File: src/rtl/sqrt_dispatch.sv
// sqrt_dispatch: operand FIFO feeding a START/AVAILABLE/DONE square-root engine,
// returning results on a valid/ready port with a watchdog that turns a hung engine into an error result.
module sqrt_dispatch #(
  parameter int DEPTH   = 4,
  parameter int TIMEOUT = 64
) (
  input  logic        clk,
  input  logic        rstn,
  input  logic        s_valid,
  output logic        s_ready,
  input  logic [31:0] s_data,
  output logic        m_valid,
  input  logic        m_ready,
  output logic [31:0] m_data,
  output logic        m_timeout,
  output logic [31:0] eng_in,
  output logic        eng_start,
  input  logic [31:0] eng_out,
  input  logic        eng_done,
  input  logic        eng_available,
  output logic        busy,
  output logic [7:0]  timeout_cnt
);
  localparam int AW = $clog2(DEPTH);
  localparam logic [1:0] IDLE = 2'd0, RUN = 2'd1, RELEASE = 2'd2;
  localparam logic [7:0] WD_MAX = 8'(TIMEOUT), WD_EXP = 8'(TIMEOUT - 1);
  localparam logic [AW:0] FULL = (AW + 1)'(DEPTH);
  logic [31:0] mem_q [DEPTH];
  logic [AW-1:0] wr_q, wr_d, rd_q, rd_d;
  logic [AW:0] cnt_q, cnt_d;
  logic s_ready_q, s_ready_d;
  logic [1:0] state_q, state_d;
  logic [7:0] wd_q, wd_d, tcnt_q, tcnt_d;
  logic [31:0] eng_in_q, eng_in_d, m_data_q, m_data_d;
  logic eng_start_q, eng_start_d, m_valid_q, m_valid_d, m_timeout_q, m_timeout_d;
  logic push, pop, slot_free, done_ld, to_ld, load;
  always_comb begin
    push        = s_valid && s_ready_q;
    pop         = (state_q == IDLE) && (cnt_q != '0) && eng_available;
    slot_free   = !m_valid_q || m_ready;
    done_ld     = (state_q == RUN) && eng_done && slot_free;
    // a completing engine always beats an expiring watchdog in the same cycle
    to_ld       = (state_q == RUN) && !eng_done && (wd_q >= WD_EXP) && slot_free;
    load        = done_ld || to_ld;
    wr_d        = push ? wr_q + 1'b1 : wr_q;
    rd_d        = pop ? rd_q + 1'b1 : rd_q;
    cnt_d       = cnt_q + (AW + 1)'(push) - (AW + 1)'(pop);
    s_ready_d   = cnt_d != FULL;
    state_d     = (state_q == IDLE) ? (pop ? RUN : IDLE) :
                  (state_q == RUN) ? (load ? RELEASE : RUN) :
                  (state_q == RELEASE) ? ((!eng_done && eng_available) ? IDLE : RELEASE) : IDLE;
    eng_start_d = pop ? 1'b1 : (load ? 1'b0 : eng_start_q);
    eng_in_d    = pop ? mem_q[rd_q] : eng_in_q;
    wd_d        = pop ? 8'd0 : ((state_q == RUN) && (wd_q != WD_MAX)) ? wd_q + 8'd1 : wd_q;
    m_valid_d   = load || (m_valid_q && !m_ready);
    m_data_d    = done_ld ? eng_out : (to_ld ? 32'hFFFF_FFFF : m_data_q);
    m_timeout_d = load ? to_ld : m_timeout_q;
    tcnt_d      = (to_ld && (tcnt_q != 8'hFF)) ? tcnt_q + 8'd1 : tcnt_q;
  end
  always_ff @(posedge clk)
    if (push) mem_q[wr_q] <= s_data;
  always_ff @(posedge clk) begin
    if (!rstn) begin
      wr_q        <= '0;
      rd_q        <= '0;
      cnt_q       <= '0;
      s_ready_q   <= 1'b1;
      state_q     <= IDLE;
      wd_q        <= '0;
      tcnt_q      <= '0;
      eng_in_q    <= '0;
      eng_start_q <= 1'b0;
      m_valid_q   <= 1'b0;
      m_data_q    <= '0;
      m_timeout_q <= 1'b0;
    end else begin
      wr_q        <= wr_d;
      rd_q        <= rd_d;
      cnt_q       <= cnt_d;
      s_ready_q   <= s_ready_d;
      state_q     <= state_d;
      wd_q        <= wd_d;
      tcnt_q      <= tcnt_d;
      eng_in_q    <= eng_in_d;
      eng_start_q <= eng_start_d;
      m_valid_q   <= m_valid_d;
      m_data_q    <= m_data_d;
      m_timeout_q <= m_timeout_d;
    end
  end
  assign s_ready     = s_ready_q;
  assign m_valid     = m_valid_q;
  assign m_data      = m_data_q;
  assign m_timeout   = m_timeout_q;
  assign eng_in      = eng_in_q;
  assign eng_start   = eng_start_q;
  assign busy        = (state_q != IDLE) || (cnt_q != '0);
  assign timeout_cnt = tcnt_q;
endmodule

File: config.mk
export PLATFORM = sky130hd
export DESIGN_NAME = sqrt_dispatch
export DESIGN_NICKNAME = d
export VERILOG_FILES = /design/src/rtl/sqrt_dispatch.sv
export SDC_FILE = /design/constraint.sdc
export NUM_CORES = 1
export LEC_CHECK = 0
export ABC_AREA = 1
export BUFFER_PORTS_ARGS = -buffer_cell sky130_fd_sc_hd__buf_2
export CORE_MARGIN = 2
export CORE_UTILIZATION = 24
export DETAILED_ROUTE_END_ITERATION = 12
export GPL_TIMING_DRIVEN = 0
export PLACE_DENSITY = 0.5
export SLEW_MARGIN = 20
export SYNTH_ARGS = -nofsm -noshare
export SYNTH_HDL_FRONTEND = slang
export SYNTH_SLANG_ARGS = --single-unit
export TNS_END_PERCENT = 100
File: constraint.sdc
create_clock -name clk -period 2.6 [get_ports clk]
set_clock_uncertainty 0.05 [all_clocks]
set_input_delay 0.52 -clock clk [delete_from_list [all_inputs] [get_ports clk]]
set_output_delay 0.52 -clock clk [all_outputs]
set_load 0.02 [all_outputs]
======== Yosys cells after proc, flatten, opt, wreduce, memory -nomap -nowiden ========
Memory sizes are Yosys's and may differ from the RTL's. A register that Yosys moved wholly into a read port is not among the register bits.
Cells that the tools add are included.
operators by class
  $add $sub $neg .......................... 6
  $lt $le $gt $ge ......................... 1
  bitwise gates (word level) .............. 1
  reductions and logical operators ........ 26
  multiplexer cells ....................... 12
  equal/unequal tests ..................... 5
operator list
  kind                   number
  $mux W32               2
  $add A8 B1 Y8 const B  2
  $logic_and A1 B1 Y1    12
  $mux W2                5
  $ge A8 B6 Y1 const B   1
  $ne A8 B7 Y1 const B   1
  $ne A8 B8 Y1 const B   1
  $reduce_bool A2 Y1     3
  $mux W1                5
  $add A2 B1 Y2 const B  2
  $logic_not A1 Y1       4
  $logic_or A1 B1 Y1     4
  $add A3 B1 Y3          1
  $ne A3 B3 Y1 const B   1
  $reduce_bool A3 Y1     1
  $sub A3 B1 Y3          1
  $eq A2 B1 Y1 const B   1
  $eq A2 B2 Y1 const B   1
  $logic_not A2 Y1       1
  $reduce_or A2 Y1       1
  $not A1 Y1             1
storage, ports and cells
  memories kept ........................... 1
  register bits ........................... 61
  output and inout port bits .............. 77
  logic and storage cells ................. 63
  bits of input ports ..................... 70
  RAM bits ................................ 128
memory list
  name   depth  width  read ports  clocked after Yosys merged registers in  write ports  line  source
  mem_q  4      32     1           1                                        1            28    logic [31:0] mem_q [DEPTH];

======== Depth between registers and ports, before layout ========
Gate-level depths: netlist of run 1.
  depth in word-level cells ............... 8
  mapped depth ............................ 14
  mapped depth without buffers ............ 13

======== Worst setup path after synthesis of run 1 ========
No wires, ideal clock.
  path type ............................... input-to-reg
  from .................................... input port s_valid
  to ...................................... memory mem_q[0][0] (enable)
  required time ........................... 2.129 ns
  library setup time ...................... 0.421 ns
  path slack .............................. 0.075 ns
  buffers on the path ..................... 0
  stages on the path ...................... 2
  data arrival time ....................... 2.054 ns
  path through ............................ nand2_1 -> nor2_1
on the way
  word-level cells in the longest chain between the ends .. 3
ends and longest elaborated chain
  item                           line  source
  start, declared                9     input logic s_valid,
  $logic_and A1 B1 Y1            38    push = s_valid && s_ready_q;
  $mux W1                        61    if (push) mem_q[wr_q] <= s_data;
  $mux W1 (implied by the code)  61
  end, declared                  28
Every way passes these cells.

======== Worst setup path in the final report of run 1 ========
  from .................................... register state_q[1]
  to ...................................... register s_ready_q (netlist: s_ready)
on the way
  word-level cells in the longest chain between the ends .. 5
ends and longest elaborated chain
  item                               line  source
  start, declared                    32    logic [1:0] state_q, state_d;
  start signal, assigned             81    state_q <= state_d;
  $logic_not A2 Y1                   39    pop = (state_q == IDLE) && (cnt_q != '0) && eng_available;
  $logic_and A1 B1 Y1 (2 in series)  39
  $sub A3 B1 Y3                      47    cnt_d = cnt_q + (AW + 1)'(push) - (AW + 1)'(pop);
  $ne A3 B3 Y1                       48    s_ready_d = cnt_d != FULL;
  end signal, assigned               80    s_ready_q <= s_ready_d;
  end, declared                      31    logic s_ready_q, s_ready_d;
Every way passes these cells.
A chain may end at the register's enable or synchronous reset.

==> metrics, run 1 <==
Post-synth EDFFs=128; maximum number of pins on one net before global-route repair=21; Post-Route WL=22950 um; CTS tree=built; hold_ws=0.1514 ns; CP max-delay cell=fa_1; Max Transition Viols Final=0; first-pass GRT wire length=34590 um; maximum VDD drop=0.0005624 V; PortBufs=146; via count=between 6000 and 7000; final worst path period share=91.63%; status=finished, final reports clean; FMAX=419.8 MHz; DR WL/cell=15.28 um; fin crit period=2.382 ns; TritonCTS Buffers=26; Hold Path Class=in -> reg; Setup-failing EPs final=0; CP Data Arrival Time=around 2.8 ns; die height=193.1 um; TritonCTS Sinks=between 200 and 250; post-synth net total=slightly above 900; TritonRoute pass-1 iters=4; CTS root buf=clkbuf_16; DRC violations left=0; Nets=about 1100; Core ar.=roughly 35000 sq um; critical path endpoint=s_ready; max incr delay on CP=0.40 ns; initial drt markers=361; leak pwr=about 0.0045 uW; asr flop ratio synth=0%; Die Area=37280 sq um; pwr dens=about 970 nW/um^2; Site Rows=69; Syn Area/Cell=10.24 sq um; share of the yosys chip area belonging to registers=66.50%; initial core utilization=about a quarter; clk_lat worst skew=0.53 ns; worst-case reg-to-reg path depth=13; total power=between 10000 and 15000 uW; Worst R2R Start=state_q[1]; CP Cell Sequence=nor2_2, nand2_1, nor2_4, buf_6, ha_1, inv_1, ha_1, inv_1, fa_1, xor2_2, o21ai_0, a21oi_1, nand3b_1; maxcap violations=0; Hold Fails Final Rpt=0; remaining global-route overflow=0; Via-to-Cell Ratio=4.230; maximum fanout along the worst path=10; Placer Congestion=0.7304; yosys warns=0; All-Layer GR Usage=about an eighth; worst setup path category=reg -> reg; post-DP HPWL=15470 um; Area growth, synth to finish=27.29%; Startpoint Class=flop; Cells after Synth=838; Final ANT Viol Nets=0; initial antenna violation count=4; clk buf depth=3; Slew headroom=52.72%; layout cells sized above 1=22.45%; H-tree depth=1; mapped cell area=approximately 8600 sq um; die width=193.1 um; top_reg_cell synth=edfxtp_1; Setup crit start=state_q[1]; I/O pin count=about 150; CP endpoint kind=flop; Distinct cells, synth=30; Worst-Margin Slew=0.7075 ns; worst path required time=2.97 ns; FF-to-FF End=s_ready; Yosys reg bits=221; vias in the first global route=5966; clock-pin slew on the worst setup and hold paths=0.06 ns; R2R Setup Slk=0.22 ns; Hold Path Depth=1
critical path, delay by kind of cell, from the launching register on:
kind            cells  cell delay (ns)
buf+inv             3             0.27
compound gates      2             0.25
fa+ha+maj           3             0.77
flops               1             0.35
xor+xnor            1             0.15
simple gates        4             0.43
layout make-up:
type	count	area, sq um
antenna	3	7.507
buffer	43	215.2
clock buffer	39	782.0
clock inverter	9	56.30
fill	3691	24480
inverter	64	240.2
multi-input combinational	510	2475
sequential	221	5707
tap	461	576.8
timing repair buffer	152	860.8
flip-flops by register name, summed over array words and instances (netlist names):
| register | count |
|---|---|
| cnt_q | 3 |
| wr_q | 2 |
| s_ready | 1 |
| eng_start | 1 |
| timeout_cnt | 8 |
| rd_q | 2 |
| mem_q | 128 |
| wd_q | 8 |
| m_data | 32 |
| state_q | 2 |
| eng_in | 32 |
| m_timeout | 1 |
| m_valid | 1 |
what timing repair did:
| action | CTS | global route |
|---|---|---|
| hold buffers | 0 | 0 |
| setup buffers | 0 | 1 |
| pin swaps | 1 | 1 |
| gates cloned | 0 | 0 |
| endpoints found under the hold margin | 0 | 0 |
| endpoints found under the setup margin | 2 | 2 |
| resized for setup | 3 | 5 |
synthesized netlist by cell type (9+ instances only):
master	n	area [sq um]
nor2_1	214	803.3
edfxtp_1	128	3844
o21ai_0	112	560.5
dfxtp_1	93	1862
inv_1	61	229.0
nand2_1	55	206.5
a31oi_1	32	200.2
a21oi_1	24	120.1
o21ai_1	23	115.1
clkbuf_1	18	67.56
buf_2	17	85.08
nand3_1	16	80.08
ha_1	9	112.6
how the worst min path moves through the flow:
| stage | slack (ns) | to | startpoint |
|---|---|---|---|
| 2_1_floorplan | 0.39 | cnt_q[2] | cnt_q[2] |
| 3_3_place_gp | 0.39 | m_data[2] | m_data[2] |
| 3_5_place_dp | 0.40 | m_data[22] | m_data[22] |
| 4_1_cts | 0.13 | mem_q[0][27] | s_data[27] |
| 5_1_grt | 0.14 | mem_q[1][20] | s_data[20] |
| 6_report | 0.15 | mem_q[3][6] | s_data[6] |
metal layers:
layer | track usage (%) | share of wire, % | vias up | wire length (um)
met5 | 0 | 0.096 | - | 22
met4 | 4.167 | 3.3 | 4 | 754
met3 | 2.733 | 6.4 | 40 | 1461
met2 | 19.19 | 44 | 179 | 10110
met1 | 16.07 | 46 | 2925 | 10600
li1 | - | - | 3206 | -
layout by cell type, fill, tap and decap left out, drive strengths merged:
cell    instances
nor2          218
inv            63
fa              1
ha              9
nand2          58
a31oi          32
dfxtp          93
xor2            7
xnor2           2
edfxtp        128
nor3            1
nand3b          1
clkbuf         57
nand4           2
nand3          19
diode           3
a21oi          24
buf           177
o21bai          1
clkinv         10
o21ai         135
per-stage QoR:
stage | setup slack [ns] | TNS [ns] | instance area, sq um | util [%] | std cells
global placement | -1.442 | -182.62 | 9887 | 27.93 | 1445
detailed placement | -0.4132 | -0.7675 | 10040 | 28.36 | 1450
global route | -0.007908 | -0.007908 | 10910 | 30.83 | 1499
finish | 0.2177 | 0 | 10920 | 30.85 | 1502
floorplan | 0.07470 | 0 | 8579 | - | 838
CTS | 0.003459 | 0 | 10890 | 30.76 | 1498
power breakdown:
group	total [uW]	internal [uW]	switching, uW
logic	2650	818	1830
registers	4460	4230	230
clock network	3500	2080	1430
kinds of logic after synthesis:
group	Yosys count	share of synthesized area, %
buffers and inverters	107	5.235
flip-flops	221	66.50
XOR/XNOR	9	0.9188
AO/OA/AOI/OAI	192	11.83
adder cells (fa/ha/maj)	10	1.546
AND/OR/NAND/NOR	299	13.97
Note: power is estimated with default switching activity, not from simulation.
==> run 2, diff against run 1 <==
--- a/config.mk
+++ b/config.mk
@@ -12,6 +12,7 @@
 export DETAILED_ROUTE_END_ITERATION = 12
 export GPL_TIMING_DRIVEN = 0
 export PLACE_DENSITY = 0.5
+export REMOVE_ABC_BUFFERS = 1
 export SLEW_MARGIN = 20
 export SYNTH_ARGS = -nofsm -noshare
 export SYNTH_HDL_FRONTEND = slang
==> run 2 against run 1 <==
Via count fell by 3.8%. Clock-buffer cell count shrank 3. Register-to-register slack got worse by 0.02 ns. Critical path type unchanged. Cell area is 1.3% lower. Combinational power down 3%. Fmax down 0.89%. Sequential power barely moved. Wire length is 7.3% lower. Largest power group unchanged. Highest routed layer unchanged.
==> metrics, run 2 (synthesized netlist as in run 1, its figures left out) <==
hold endpoint=mem_q[3][11]; worst-case reg-to-reg path depth=13; post-DP HPWL=12960 um; final worst path period share=92.45%; Setup crit start=state_q[1]; Flop pwr share=43.1%; initial drt markers=between 200 and 250; DR WL/cell=14.51 um; PortBufs=146; Die Area=between 30000 and 40000 sq um; Clk pwr share=~32%; DRC violations left=0; TritonRoute pass-1 iters=4; clock-pin slew on the worst setup and hold paths=0.06 ns; R2R Setup Slk=0.20 ns; Hold Fails Final Rpt=0; via count=6110; net load switching power=3329 uW; pwr dens=962.2 nW/um^2; maxcap violations=0; TritonCTS Sinks=221; CP Data Arrival Time=2.76 ns; first-pass GRT wire length=about 32000 um; die width=a little under 200 um; worst setup path category=reg -> reg; die height=193.1 um; Placer Congestion=0.7511; initial antenna violation count=2; Hold Path Class=in -> reg; Site Rows=69; CTS tree=built; Worst-Margin Slew=between 0.9 and 1 ns; maximum number of pins on one net before global-route repair=66; maximum fanout along the worst path=3; Hold Path Depth=1; clk_lat worst skew=~0.53 ns; max FFs per register=128; FF-to-FF End=s_ready; Comb pwr share=24.8%; Post-Route WL=between 20000 and 25000 um; Largest Register=mem_q; Worst R2R Start=state_q[1]; maximum VDD drop=0.0005054 V; CP endpoint kind=flop; Core ar.=35400 sq um; number of fill cells=3661; HP Start=s_data[11]; cell internal pwr=7038 uW; Via-to-Cell Ratio=about 4.2; fin crit period=2.404 ns; sw frac=32.11%; Area growth, synth to finish=25.58%; sum of negative setup slack=0 ns; Setup-failing EPs final=0; TritonCTS Buffers=25; layout cells sized above 1=around 22%; clk buf depth=3; leak pwr=about 0.0044 uW; Startpoint Class=flop; Final ANT Viol Nets=0; Slew headroom=between 30% and 40%; H-tree depth=1; initial core utilization=between 20 and 25%; FMAX=roughly 420 MHz; status=finished, final reports clean; Nets=1063; I/O pin count=approximately 150; total power=10370 uW; most common cell after layout, fill and taps aside=nor2_1; Max Transition Viols Final=0; CTS root buf=clkbuf_16; highest-count cells in the layout ignoring fill and taps=nor2_1 (208), buf_2 (146), edfxtp_1 (128), o21ai_0 (112), dfxtp_1 (90); All-Layer GR Usage=between 10 and 15%; worst path required time=~3.0 ns; vias in the first global route=5958; remaining global-route overflow=0
## run 2: worst max-delay path: stages, from the launching register on
cell and delay, ns:
dfxtp_2 0.34, nor2_2 0.15, nand2_2 0.08, nor2_4 0.16, buf_12 0.11, ha_1 0.21, inv_1 0.06, ha_1 0.13
inv_1 0.05, fa_1 0.38, xor2_1 0.18, o21ai_0 0.09, a21oi_1 0.20, nand3b_1 0.10
## run 2: layout make-up
| cell class | instances | area, sq um | area share, % |
|---|---|---|---|
| Timing Repair Buffer | 161 | 988.4 | 9.174 |
| Sequential cell | 221 | 5712 | 53.01 |
| Clock inverter | 10 | 86.33 | 0.8013 |
| Tap cell | 461 | 576.8 | 5.354 |
| Multi-Input combinational cell | 510 | 2475 | 22.97 |
| Antenna cell | 2 | 5.005 | 0.04645 |
| Inverter | 64 | 244.0 | 2.265 |
| Clock buffer | 36 | 686.9 | 6.376 |
## run 2: worst max-delay path by stage
stage,to,slack (ns)
after floorplan,s_ready,-0.73
after global placement,eng_in[31],-2.46
after detailed placement,s_ready,-0.24
after CTS,s_ready,0.01
after global routing,s_ready,-0.02
final,s_ready,0.20
## run 2: timing repair
item	in CTS	in global routing
pin swaps	1	2
hold buffers	0	0
endpoints found under the setup margin	2	2
buffers inserted	1	4
gates resized for setup	0	6
gates cloned	0	1
## run 2: power groups by stage
| stage | clock [uW] | sequential (uW) | combinational [uW] |
|---|---|---|---|
| floorplan | 0 | 4900 | 1050 |
| global route | 3560 | 4520 | 2910 |
| CTS | 3450 | 4470 | 2510 |
| detailed placement | 0 | 4540 | 2480 |
| global placement | 0 | 4640 | 2210 |
| finish | 3330 | 4470 | 2570 |
## run 2: metal layers
| metal | share of wire (%) | vias to the layer above | track usage [%] |
|---|---|---|---|
| met2 | 46 | 152 | 19.01 |
| li1 | - | 3136 | - |
| met5 | 0.061 | - | 0 |
| met4 | 2.3 | 2 | 2.739 |
| met3 | 7.2 | 31 | 3.149 |
| met1 | 44 | 2789 | 13.23 |
## run 2: through the flow
stage | setup slack (ns) | instances | util [%] | cell area (sq um) | hold WS (ns)
after floorplan | -0.7325 | 795 | - | 8371 | 0.3880
after global placement | -2.464 | 1402 | 27.34 | 9678 | 0.3887
after detailed placement | -0.2400 | 1411 | 28.02 | 9917 | 0.3932
after CTS | 0.01484 | 1458 | 30.22 | 10700 | 0.1219
after global routing | -0.01830 | 1463 | 30.42 | 10770 | 0.1266
final | 0.1963 | 1465 | 30.44 | 10770 | 0.1561
